<file path="config.mk">
export PLATFORM = sky130hd
export DESIGN_NAME = lfsr_decrypt_engine_flat
export DESIGN_NICKNAME = d
export VERILOG_FILES = /design/src/rtl/lfsr_decrypt_engine_if.sv /design/src/rtl/lfsr_decrypt_engine.sv /design/src/flat_wrapper.sv
export SDC_FILE = /design/constraint.sdc
export NUM_CORES = 1
export LEC_CHECK = 0
export ABC_AREA = 0
export BUFFER_PORTS_ARGS = -buffer_cell sky130_fd_sc_hd__buf_2
export CAP_MARGIN = 20
export CORE_ASPECT_RATIO = 0.9
export CORE_MARGIN = 5
export CORE_UTILIZATION = 45
export CTS_BUF_LIST = sky130_fd_sc_hd__clkbuf_4 sky130_fd_sc_hd__clkbuf_8
export DETAILED_ROUTE_END_ITERATION = 6
export GPL_ROUTABILITY_DRIVEN = 0
export HOLD_SLACK_MARGIN = 0.02
export REMOVE_ABC_BUFFERS = 1
export SYNTH_ARGS = -nofsm -noshare
export SYNTH_HDL_FRONTEND = slang
export SYNTH_SLANG_ARGS = --single-unit
</file>
<file path="constraint.sdc">
create_clock -name clk -period 7.54 [get_ports clk]
set_input_delay 1.131 -clock clk [delete_from_list [all_inputs] [get_ports clk]]
set_output_delay 1.131 -clock clk [all_outputs]
set_load 0.1 [all_outputs]
</file>
<file path="src/rtl/lfsr_decrypt_engine_if.sv">
// Start/Ack handshake, shared data-memory port and result signals of the LFSR decrypt engine.
interface lfsr_decrypt_engine_if;
    logic       start;
    logic       ack;
    logic [7:0] mem_addr;
    logic       mem_wr_en;
    logic [7:0] mem_wr_data;
    logic [7:0] mem_rd_data;
    logic [3:0] ptrn_idx;
    logic [6:0] seed;
    logic [6:0] parity_errs;
    logic       fail;

    modport master (
        input  start, mem_rd_data,
        output ack, mem_addr, mem_wr_en, mem_wr_data, ptrn_idx, seed, parity_errs, fail
    );
    modport slave (
        output start, mem_rd_data,
        input  ack, mem_addr, mem_wr_en, mem_wr_data, ptrn_idx, seed, parity_errs, fail
    );
endinterface

</file>
<file path="src/rtl/lfsr_decrypt_engine.sv">
// Recovers LFSR seed/taps from the all-space preamble of a 64-byte ciphertext at 64..127
// and writes the decrypted ASCII message to 0..63.
module lfsr_decrypt_engine (
    input  logic                  clk,
    input  logic                  rst,
    lfsr_decrypt_engine_if.master bus
);
    // state   | meaning
    // IDLE    | quiescent, waits for start=0
    // LOAD    | reads preamble bytes 64..73 into pre_buf
    // SEARCH  | tries taps 0..8 against the preamble, one compare per cycle
    // DECRYPT | per byte: read cycle, then write cycle
    // DONE    | ack high until start returns to 1
    typedef enum logic [2:0] {IDLE, LOAD, SEARCH, DECRYPT, DONE} state_t;

    state_t     state, state_d;
    logic [6:0] pre_buf [10];
    logic [6:0] lfsr;
    logic [3:0] k_idx;
    logic [5:0] idx;
    logic       ack_q, wr_en_q, fail_q;
    logic [7:0] addr_q;
    logic [3:0] ptrn_q;
    logic [6:0] seed_q, perr_q;
    logic [6:0] search_next;
    logic       search_hit, parity_bad;
    logic [7:0] plain_byte;

    function automatic logic [6:0] tap_of(input logic [3:0] k);
        case (k)
            4'd0:    tap_of = 7'h60;
            4'd1:    tap_of = 7'h48;
            4'd2:    tap_of = 7'h78;
            4'd3:    tap_of = 7'h72;
            4'd4:    tap_of = 7'h6A;
            4'd5:    tap_of = 7'h69;
            4'd6:    tap_of = 7'h5C;
            4'd7:    tap_of = 7'h7E;
            4'd8:    tap_of = 7'h7B;
            default: tap_of = 7'h00;
        endcase
    endfunction

    function automatic logic [6:0] lfsr_step(input logic [6:0] s, input logic [6:0] taps);
        lfsr_step = {s[5:0], ^(s & taps)};
    endfunction

    always_ff @(posedge clk or posedge rst) begin
        if (rst) state <= IDLE;
        else     state <= state_d;
    end

    always_comb begin
        state_d     = state;
        search_next = lfsr_step(lfsr, tap_of(k_idx));
        search_hit  = (search_next == pre_buf[idx[3:0]]);
        parity_bad  = bus.mem_rd_data[7] ^ (^bus.mem_rd_data[6:0]);
        plain_byte  = {1'b0, bus.mem_rd_data[6:0] ^ lfsr} + 8'h20;
        case (state)
            IDLE:    if (!bus.start && !ack_q) state_d = LOAD;
            LOAD:    if (idx == 6'd10) state_d = (pre_buf[0] == 7'd0) ? DONE : SEARCH;
            SEARCH: begin
                if (search_hit && idx == 6'd9)        state_d = DECRYPT;
                else if (!search_hit && k_idx == 4'd8) state_d = DONE;
            end
            DECRYPT: if (wr_en_q && idx == 6'd63) state_d = DONE;
            DONE:    if (bus.start) state_d = IDLE;
            default: state_d = IDLE;
        endcase
    end

    always_ff @(posedge clk or posedge rst) begin
        if (rst) begin
            ack_q   <= 1'b0;
            addr_q  <= 8'd0;
            wr_en_q <= 1'b0;
            ptrn_q  <= 4'd0;
            seed_q  <= 7'd0;
            perr_q  <= 7'd0;
            fail_q  <= 1'b0;
            lfsr    <= 7'd0;
            k_idx   <= 4'd0;
            idx     <= 6'd0;
            for (int j = 0; j < 10; j++) pre_buf[j] <= 7'd0;
        end else begin
            case (state)
                IDLE: if (state_d == LOAD) begin
                    ptrn_q <= 4'd0;
                    seed_q <= 7'd0;
                    perr_q <= 7'd0;
                    fail_q <= 1'b0;
                    addr_q <= 8'd64;
                    idx    <= 6'd0;
                end
                LOAD: begin
                    // read data lags the address by one cycle, so entry j-1 lands at count j
                    if (idx != 6'd0) pre_buf[idx[3:0] - 4'd1] <= bus.mem_rd_data[6:0];
                    if (idx == 6'd1) seed_q <= bus.mem_rd_data[6:0];
                    if (idx < 6'd9)  addr_q <= addr_q + 8'd1;
                    idx <= idx + 6'd1;
                    if (idx == 6'd10) begin
                        lfsr   <= pre_buf[0];
                        k_idx  <= 4'd0;
                        idx    <= 6'd1;
                        addr_q <= 8'd0;
                        if (pre_buf[0] == 7'd0) begin
                            fail_q <= 1'b1;
                            ptrn_q <= 4'hF;
                            ack_q  <= 1'b1;
                        end
                    end
                end
                SEARCH: begin
                    if (search_hit) begin
                        lfsr <= search_next;
                        idx  <= idx + 6'd1;
                        if (idx == 6'd9) begin
                            ptrn_q <= k_idx;
                            lfsr   <= seed_q;
                            idx    <= 6'd0;
                            addr_q <= 8'd64;
                        end
                    end else begin
                        lfsr  <= pre_buf[0];
                        idx   <= 6'd1;
                        k_idx <= k_idx + 4'd1;
                        if (k_idx == 4'd8) begin
                            fail_q <= 1'b1;
                            ptrn_q <= 4'hF;
                            ack_q  <= 1'b1;
                        end
                    end
                end
                DECRYPT: begin
                    if (!wr_en_q) begin
                        wr_en_q <= 1'b1;
                        addr_q  <= {2'b00, idx};
                    end else begin
                        wr_en_q <= 1'b0;
                        if (parity_bad && perr_q != 7'h7F) perr_q <= perr_q + 7'd1;
                        lfsr   <= lfsr_step(lfsr, tap_of(ptrn_q));
                        idx    <= idx + 6'd1;
                        addr_q <= 8'd65 + {2'b00, idx};
                        if (idx == 6'd63) begin
                            ack_q  <= 1'b1;
                            addr_q <= 8'd0;
                        end
                    end
                end
                DONE: if (bus.start) ack_q <= 1'b0;
                default: ;
            endcase
        end
    end

    // write data is formed from the read data still held on the port during the write cycle
    assign bus.mem_wr_data = wr_en_q ? plain_byte : 8'h00;
    assign bus.ack         = ack_q;
    assign bus.mem_addr    = addr_q;
    assign bus.mem_wr_en   = wr_en_q;
    assign bus.ptrn_idx    = ptrn_q;
    assign bus.seed        = seed_q;
    assign bus.parity_errs = perr_q;
    assign bus.fail        = fail_q;
endmodule
</file>
<file path="src/flat_wrapper.sv">
// flat-port wrapper written by rule: the top's interface ports become plain ports
module lfsr_decrypt_engine_flat 
  (clk, rst, bus_start, bus_mem_rd_data, bus_ack, bus_mem_addr, bus_mem_wr_en, bus_mem_wr_data, bus_ptrn_idx, bus_seed, bus_parity_errs, bus_fail);
  lfsr_decrypt_engine_if bus_i ();
  input  logic clk;
  input  logic rst;
  input wire logic [$bits(bus_i.start)-1:0] bus_start;
  input wire logic [$bits(bus_i.mem_rd_data)-1:0] bus_mem_rd_data;
  output wire logic [$bits(bus_i.ack)-1:0] bus_ack;
  output wire logic [$bits(bus_i.mem_addr)-1:0] bus_mem_addr;
  output wire logic [$bits(bus_i.mem_wr_en)-1:0] bus_mem_wr_en;
  output wire logic [$bits(bus_i.mem_wr_data)-1:0] bus_mem_wr_data;
  output wire logic [$bits(bus_i.ptrn_idx)-1:0] bus_ptrn_idx;
  output wire logic [$bits(bus_i.seed)-1:0] bus_seed;
  output wire logic [$bits(bus_i.parity_errs)-1:0] bus_parity_errs;
  output wire logic [$bits(bus_i.fail)-1:0] bus_fail;
  assign bus_i.start = bus_start;
  assign bus_i.mem_rd_data = bus_mem_rd_data;
  assign bus_ack = bus_i.ack;
  assign bus_mem_addr = bus_i.mem_addr;
  assign bus_mem_wr_en = bus_i.mem_wr_en;
  assign bus_mem_wr_data = bus_i.mem_wr_data;
  assign bus_ptrn_idx = bus_i.ptrn_idx;
  assign bus_seed = bus_i.seed;
  assign bus_parity_errs = bus_i.parity_errs;
  assign bus_fail = bus_i.fail;
  lfsr_decrypt_engine u_core (.clk(clk), .rst(rst), .bus(bus_i));
endmodule
</file>
-- Word-level counts from Yosys, hierarchy flattened
Memories as Yosys holds them, arrays and structs flattened.
Index checks and enable logic that the tools add are counted.
- output and inout bits: 37
- logic and storage cells: 162
- bits in read-only memories: 224
- memories kept: 2
- input port bits: 11
- bits in registers: 119
- memory list (memory ; depth ; bits a word ; rd ports ; clocked after memory_dff ; write ports ; RTL line ; text):
    (no name shown) ; 16 ; 7 ; 1 ; 0 ; 0 ; lfsr_decrypt_engine.sv:30 ; case (k)
    (no name shown) ; 16 ; 7 ; 1 ; 0 ; 0 ; lfsr_decrypt_engine.sv:30 ;
- add/sub/neg operators: 7
- reduce and logical (&&, ||, !) cells: 32
- equality and inequality tests: 27
- bitwise logic cells: 6
- mux-type cells: 63
- order comparisons: 4
- operator list (cell ; count):
    7-bit 2-to-1 mux ; 13
    70-bit bitwise mux ; 1
    8-bit 2-to-1 mux ; 8
    4-bit 2-to-1 mux ; 8
    8-bit case mux with 4 select lines ; 1
    6-bit 2-to-1 mux ; 5
    7-bit binary-select mux with 4-bit select ; 1
    7-bit demux with 4-bit select ; 1
    7-bit case mux with 2 select lines ; 2
    6-bit case mux with 4 select lines ; 1
    3-bit 2-to-1 mux ; 7
    7-bit case mux with 3 select lines ; 1
    7-bit parity ; 3
    2-bit by 1-bit != test with 1-bit output (second input constant) ; 10
    3-bit case mux with 5 select lines ; 1
    7-bit AND ; 2
    6-bit by 4-bit equality test with 1-bit output (second input constant) ; 2
    4-bit case mux with 3 select lines ; 1
    3-bit AND reduction ; 4
    6-bit AND reduction ; 2
    5-bit greater-or-equal comparator (second input constant) ; 2
    4-bit inverter with 5-bit output ; 2
    1-bit 2-to-1 mux ; 9
    7-bit by 6-bit adder with 8-bit output (first input constant) ; 1
    other kinds (36) ; 51

-- Longest topological paths before layout
Gate-level depths: netlist (run 1).
- depth in word-level cells: 13
- gate-level depth with buffers: 13
- mapped depth without buffers: 11

-- Worst setup path after synthesis (run 1)
Ideal clock, no wire load.
- path kind: reg-to-output
- start point: register u_core.wr_en_q, in the netlist u_core.bus.mem_wr_en
- end point: output bus_mem_wr_data[0]
- path slack: 3.685 ns
- stages on the path, launching flop included: 4
- data arrival time: 2.724 ns
- buffers on the path: 1
- path through: dfrtp_1 -> clkbuf_1 -> inv_1 -> nor2_1
- cells in the longest elaborated chain, start to end: 1
- RTL lines (what ; RTL line ; text):
    from (decl) ; lfsr_decrypt_engine.sv:21 ; logic ack_q, wr_en_q, fail_q;
    from (signal assigned) ; lfsr_decrypt_engine.sv:76 ; wr_en_q <= 1'b0;
    from (signal assigned) ; lfsr_decrypt_engine.sv:136 ; wr_en_q <= 1'b1;
    from (signal assigned) ; lfsr_decrypt_engine.sv:139 ; wr_en_q <= 1'b0;
    8-bit 2-to-1 mux ; lfsr_decrypt_engine.sv:157 ; assign bus.mem_wr_data = wr_en_q ? plain_byte : 8'h00;
    to (decl) ; flat_wrapper.sv:12 ; output wire logic [$bits(bus_i.mem_wr_data)-1:0] bus_mem_wr_data;
Every way passes these cells.

-- Worst setup path in the final report (run 1)
- start point: input bus_mem_rd_data[5]
- end point: output bus_mem_wr_data[6]
- cells in the longest elaborated chain, start to end: 3
- RTL lines (what ; RTL line ; text):
    from (decl) ; flat_wrapper.sv:8 ; input wire logic [$bits(bus_i.mem_rd_data)-1:0] bus_mem_rd_data;
    7-bit XOR ; lfsr_decrypt_engine.sv:58 ; plain_byte = {1'b0, bus.mem_rd_data[6:0] ^ lfsr} + 8'h20;
    7-bit by 6-bit adder with 8-bit output ; lfsr_decrypt_engine.sv:58 ;
    8-bit 2-to-1 mux ; lfsr_decrypt_engine.sv:157 ;
Every way passes these cells.

==> impl_metrics.csv, run 1 <==
group,metric,value,unit
layout,fin_area,8040,um^2
clock_tree,cts_resized,0,
floorplanning,die_h,131,um
global_route,grt.busiest_layer,"met2",
setup_path,endpoint_kind,"primary output",
drt,drtAntennaViolNets,0,
floorplanning,fp.dieArea,18900,um^2
status,status,"finished clean",
timing,grt_setup_unrepaired,"no",
global_route,grt_max_degree,78,
global_route,use_met2,34.3,%
place,postPlaceCellArea,7640,um^2
floorplanning,start_util,45.6,%
setup_path,worstPathRequired,6.41,ns
logic_synthesis,ys.warnings.count,0,
place,dp_hpwl,13400,um
drt,drt-total-wl,19300,um
setup_path,worstPathArrival,2.41,ns
drt,first_pass_iters,5,
drt,drc,0,
floorplanning,die_x,144,um
timing,period_share,47.0,%
logic_synthesis,synthCells,738,
global_route,antenna_found_initial,0,
clock_tree,insertion_delay,0.45,ns
setup_path,crit_path_max_fanout,13,
layout,syn_to_final_growth,9.99,%
clock_tree,htree_levels,4,
power_and_ir_drop,power.leakage,0.00345,uW
clock_tree,cts_hold_buf,0,
clock_tree,path_clk_slew,0.08,ns
logic_synthesis,ys_ff_latch,119,
timing,worst_clock_skew,0.0112,ns
timing,setup_viol,0,
global_route,grtUsageTotal,21.5,%
place,placed_cells,946,
drt,drtIter0Drc,499,
setup_path,path_class,"primary input to primary output",
timing,final_hold_viol_count,0,
run,maxCapViolCount,0,
timing,max_slew_margin,35.0,%
timing,worst_pin_slew,0.975,ns
global_route,grt_use_met1,29.5,%
clock_tree,root_buffer,"clkbuf_8",
floorplanning,num_io_pins,48,
floorplanning,core,16000,um^2
drt,viasPerCell,5.90,
layout,nets,792,
global_route,grt_pass1_vias,5762,
layout,diodes,0,
global_route,grt_pass1_wl,31500,um
logic_synthesis,synth-main-ff-cell,"dfrtp_1",
drt,wl_per_cell,19.7,um
clock_tree,cts_setup_buffers,0,
timing,fmax,282,MHz
clock_tree,cts_buffers,17,
logic_synthesis,synth.avg_cell_area,9.91,um^2
layout,fin_cells,981,
power_and_ir_drop,irDropWorstVdd,0.256,mV
timing,period_needed,3.54,ns
logic_synthesis,synthesis.area,7310,um^2
layout,fill_cells,1488,
logic_synthesis,synth-async-reset-ratio,100,%
hold_path,hp-class,"flop to flop",
power_and_ir_drop,power_density,466,nW/um^2
clock_tree,clock-sinks,119,
floorplanning,row_count,44,
setup_path,critPathLaunchType,"primary input",
clock_tree,cts_tree,"built",
logic_synthesis,ys_seq_area_share,40.7,%
layout,drive_gt1_share,23.3,%
drt,vias,5788,
timing,report.final.slew_viol_count,0,
global_route,grt.met3_usage,4.26,%
global_route,gr-total-overflow,0,
logic_synthesis,synth_cell_types,65,
power_and_ir_drop,power.total,3750,uW
clock_tree,cts_max_path_buffers,2,
logic_synthesis,synth-edff-count,0,
place,port_buffers,47,
timing,setup-tns-final,0,ns
[critical path, cell delays in order]
cell	delay (ns)
buf_2	0.29
xor2_1	0.16
ha_1	0.30
and2_1	0.11
buf_2	0.42
[synth_stat cells (9+ instances only)]
| cell | n | area, um^2 |
|---|---|---|
| nand2b_1 | 13 | 81.3 |
| a21oi_1 | 35 | 175 |
| clkbuf_1 | 36 | 135 |
| buf_2 | 9 | 45.0 |
| nand3_1 | 31 | 155 |
| ha_1 | 20 | 250 |
| dfrtp_1 | 119 | 2980 |
| mux2i_1 | 39 | 390 |
| xor2_1 | 18 | 158 |
| nor2_1 | 58 | 218 |
| a31oi_1 | 10 | 62.6 |
| and3_1 | 15 | 93.8 |
| inv_1 | 23 | 86.3 |
| mux2_2 | 72 | 811 |
| o21ai_0 | 33 | 165 |
| nor3_1 | 9 | 45.0 |
| nand2_1 | 60 | 225 |
| xnor2_1 | 27 | 236 |
[through the flow]
stage                     hold WS (ns)  utilization (%)  worst slack (ns)
after global routing             0.524             50.2              3.72
after floorplan                  0.474                -              3.25
after global placement           0.482             47.7              3.80
after detailed placement         0.493             47.7              3.57
final                            0.508             50.2              4.00
after CTS                        0.511             50.1              3.53
[power by group]
group | switching, uW | internal, uW | leakage (uW) | total (uW)
clock network | 282 | 280 | 0.000187 | 563
registers | 298 | 890 | 0.00148 | 1190
logic | 1300 | 694 | 0.00178 | 2000
[final timing paths]
check,startpoint,endpoint,slack (ns),cells after the start
setup / recovery,bus_mem_rd_data[5],bus_mem_wr_data[6],4.00,5
hold / removal,u_core.pre_buf[5]$_DFFE_PP0P_,u_core.pre_buf[5]$_DFFE_PP0P_,0.51,1
setup reg to reg,u_core.k_idx[1]$_DFFE_PP0P_,u_core.bus.ptrn_idx[1]$_DFFE_PP0P_,4.01,12
hold reg to reg,u_core.pre_buf[5]$_DFFE_PP0P_,u_core.pre_buf[5]$_DFFE_PP0P_,0.51,1
max in group asynchronous,rst,u_core.pre_buf[15]$_DFFE_PP0P_,5.38,3
min in group asynchronous,rst,u_core.pre_buf[46]$_DFFE_PP0P_,0.73,2
[cell usage in the layout, fill, tap and decap left out, drive strengths merged, types with 5 or more instances in the layout]
master | synthesis | routed
o22ai | 5 | 5
nand3 | 31 | 31
o21ai | 33 | 33
nor3 | 10 | 10
clkinv | 0 | 5
ha | 20 | 20
nor2 | 59 | 59
o211ai | 6 | 6
a31oi | 10 | 10
clkbuf | 36 | 20
nand2 | 61 | 61
nor2b | 7 | 7
mux2 | 74 | 74
xor2 | 18 | 18
buf | 16 | 56
and3 | 15 | 15
a21oi | 35 | 35
xnor2 | 27 | 27
nand2b | 13 | 13
mux2i | 39 | 39
dfrtp | 119 | 119
inv | 23 | 26
mux4 | 6 | 6
[sequential cells by signal, indices dropped and copies added, names as in the netlist, 3 cells and up]
signal / cells
u_core.pre_buf: 70
u_core.bus.mem_addr: 8
u_core.bus.parity_errs: 7
u_core.bus.seed: 7
u_core.lfsr: 7
u_core.idx: 6
u_core.bus.ptrn_idx: 4
u_core.k_idx: 4
u_core.state: 3
[layout make-up]
type	count	area [um^2]	share of cell area, %
Sequential cell	119	2980	37.0
Clock buffer	20	263	3.27
Clock inverter	12	119	1.48
Multi-Input combinational cell	544	4030	50.1
Inverter	23	88.8	1.10
Timing Repair Buffer	56	303	3.77
Tap cell	207	259	3.22
[layer usage]
metal	vias to the layer above	wire length, um
met5	-	0
li1	2696	-
met1	2899	8900
met4	0	314
met3	24	917
met2	169	9190
[logic make-up after synthesis]
family                   count (synthesis)  share of synthesized area, %
XOR/XNOR                                45                          5.39
AO/OA/AOI/OAI                          143                          13.1
AND/OR/NAND/NOR                        217                          14.4
adder cells (fa/ha/maj)                 20                          3.42
flip-flops                             119                          40.7
multiplexers                           119                          18.7
buffers and inverters                   75                          4.21
Power figures use the tool's default switching activity.
==> inputs of run 2 (changes only) <==
==> constraint.sdc (replaced) <==
create_clock -name clk -period 2.9 [get_ports clk]
set_input_delay 0.435 -clock clk [delete_from_list [all_inputs] [get_ports clk]]
set_output_delay 0.435 -clock clk [all_outputs]
set_load 0.1 [all_outputs]
==> impl_metrics.csv, run 2 (synthesis results as in run 1) <==
group,metric,value,unit
status,status,"finished, violations left",
status,violations,"setup timing",
place,placed_cells,1007,
clock_tree,cts_max_path_buffers,2,
layout,final_cell_mix,"dfrtp_1 (116), mux2_2 (72), buf_4 (70), nand2_1 (60), nor2_1 (56)",
hold_path,hp-class,"primary input to asynchronous set/reset pin",
setup_path,worstPathRequired,3.22,ns
power_and_ir_drop,switching_share,47.7,%
setup_path,crit_path_cell_trace,"buf_4 > inv_1 > mux4_2 > xnor2_1 > a41o_1 > nand2_2 > buf_6 > o41a_4 > nor2_8 > mux2_4",
global_route,grt_pass1_vias,6057,
power_and_ir_drop,seqPwrFrac,26.6,%
layout,syn_to_final_growth,20.3,%
power_and_ir_drop,power.leakage,0.00388,uW
timing,grt_setup_unrepaired,"yes",
setup_path,path_class,"flop to flop",
timing,setup_viol,2,
setup_path,worst_path_largest_cell_delay,0.58,ns
global_route,grtUsageTotal,22.3,%
drt,viasPerCell,5.74,
setup_path,critPathLaunchType,"flop",
layout,fill_cells,1393,
power_and_ir_drop,power.switching,5270,uW
setup_path,crit_family,"multiplexers",
clock_tree,insertion_delay,0.45,ns
setup_path,endpoint_kind,"flop",
clock_tree,root_buffer,"clkbuf_8",
setup_path,cpMaxStageDelayCell,"mux4_2",
layout,diodes,0,
clock_tree,cts_hold_buf,0,
layout,nets,861,
run,maxCapViolCount,0,
layout,drive_gt1_share,32.5,%
setup_path,rrSetupSlack,-0.01,ns
drt,vias,6023,
layout,layout_commonest_cell,"dfrtp_1",
layout,largest_register_ff_count,70,
floorplanning,die_h,131,um
timing,period_share,100,%
drt,wl_per_cell,19.3,um
floorplanning,die_x,144,um
drt,drc,0,
timing,period_needed,2.91,ns
layout,fin_area,8800,um^2
drt,drtAntennaViolNets,0,
global_route,antenna_found_initial,0,
clock_tree,path_clk_slew,0.08,ns
power_and_ir_drop,p_clk_share,13.7,%
clock_tree,cts_tree,"built",
power_and_ir_drop,power_density,1260,nW/um^2
layout,largest_register,"u_core.pre_buf",
timing,fin_hold_ws,0.0391,ns
floorplanning,start_util,45.6,%
drt,drtIter0Drc,383,
floorplanning,num_io_pins,48,
clock_tree,cts_buffers,17,
power_and_ir_drop,intPower,5790,uW
timing,worst_pin_slew,1.07,ns
timing,fmax,343,MHz
floorplanning,core,16000,um^2
place,port_buffers,47,
global_route,gr-total-overflow,0,
drt,first_pass_iters,7,
floorplanning,row_count,44,
place,dp_slack,-0.228,ns
timing,worst_clock_skew,0.0133,ns
timing,report.final.slew_viol_count,0,
layout,fin_cells,1050,
power_and_ir_drop,power.total,11100,uW
setup_path,worstPathArrival,3.24,ns
global_route,grt_max_degree,47,
power_and_ir_drop,irDropWorstVdd,0.699,mV
global_route,grt_pass1_wl,32700,um
timing,timing.final.ws_setup,-0.0136,ns
floorplanning,fp.dieArea,18900,um^2
place,postPlaceCellArea,8150,um^2
clock_tree,clock-sinks,119,
setup_path,crit_buf_inv,3,
timing,final_hold_viol_count,0,
setup_path,crit_path_max_fanout,4,
place,dp_hpwl,14800,um
power_and_ir_drop,p_comb_share,59.7,%
clock_tree,htree_levels,4,
drt,drt-total-wl,20200,um
timing,max_slew_margin,28.5,%
run 2: final cells by class:
type                       instances  area (um^2)  area share (%)
inverter                          23         88.8            1.01
sequential                       119         2980            33.9
timing repair buffer             125          907            10.3
tap                              207          259            2.94
clock inverter                    12          126            1.44
clock buffer                      20          263            2.99
multi-input combinational        544         4170            47.4
run 2: worst paths after layout:
path,startpoint,end,cells after the start
min in group clk,bus_start,u_core.state[2]$_DFF_PP0_,2
max,u_core.idx[0]$_DFFE_PP0P_,u_core.bus.mem_addr[7]$_DFFE_PP0P_,10
min,rst,u_core.pre_buf[61]$_DFFE_PP0P_,2
max in group asynchronous,rst,u_core.idx[1]$_DFFE_PP0P_,3
max reg2reg,u_core.idx[0]$_DFFE_PP0P_,u_core.bus.mem_addr[7]$_DFFE_PP0P_,10
min reg2reg,u_core.pre_buf[52]$_DFFE_PP0P_,u_core.pre_buf[52]$_DFFE_PP0P_,1
run 2: what timing repair did:
action,in CTS,in global routing
cloned,1,0
setup endpoints to repair,24,21
setup buffers,8,2
gates resized for setup,22,18
pin swaps,7,10
run 2: power by group through the flow:
stage | sequential, uW | combinational, uW | clock (uW)
6_report | 2940 | 6600 | 1520
4_1_cts | 2930 | 6300 | 1540
2_1_floorplan | 3640 | 3290 | 0
3_3_place_gp | 2910 | 5830 | 0
5_1_grt | 3020 | 7040 | 1620
3_5_place_dp | 2950 | 5920 | 0
run 2: layer usage:
metal | GRT usage (%) | vias up | routed length (um)
li1 | - | 2829 | -
met1 | 29.4 | 2985 | 8940
met2 | 37.4 | 177 | 9880
met3 | 3.97 | 32 | 997
met4 | 7.30 | 0 | 409
met5 | 0 | - | 0
run 2: through the flow:
stage               utilization, %  setup TNS (ns)
floorplan                        -          -96.53
global placement              50.8           -1.72
detailed placement            50.8           -2.83
CTS                           54.4               0
global route                  54.9           -1.27
finish                        54.9         -0.0260
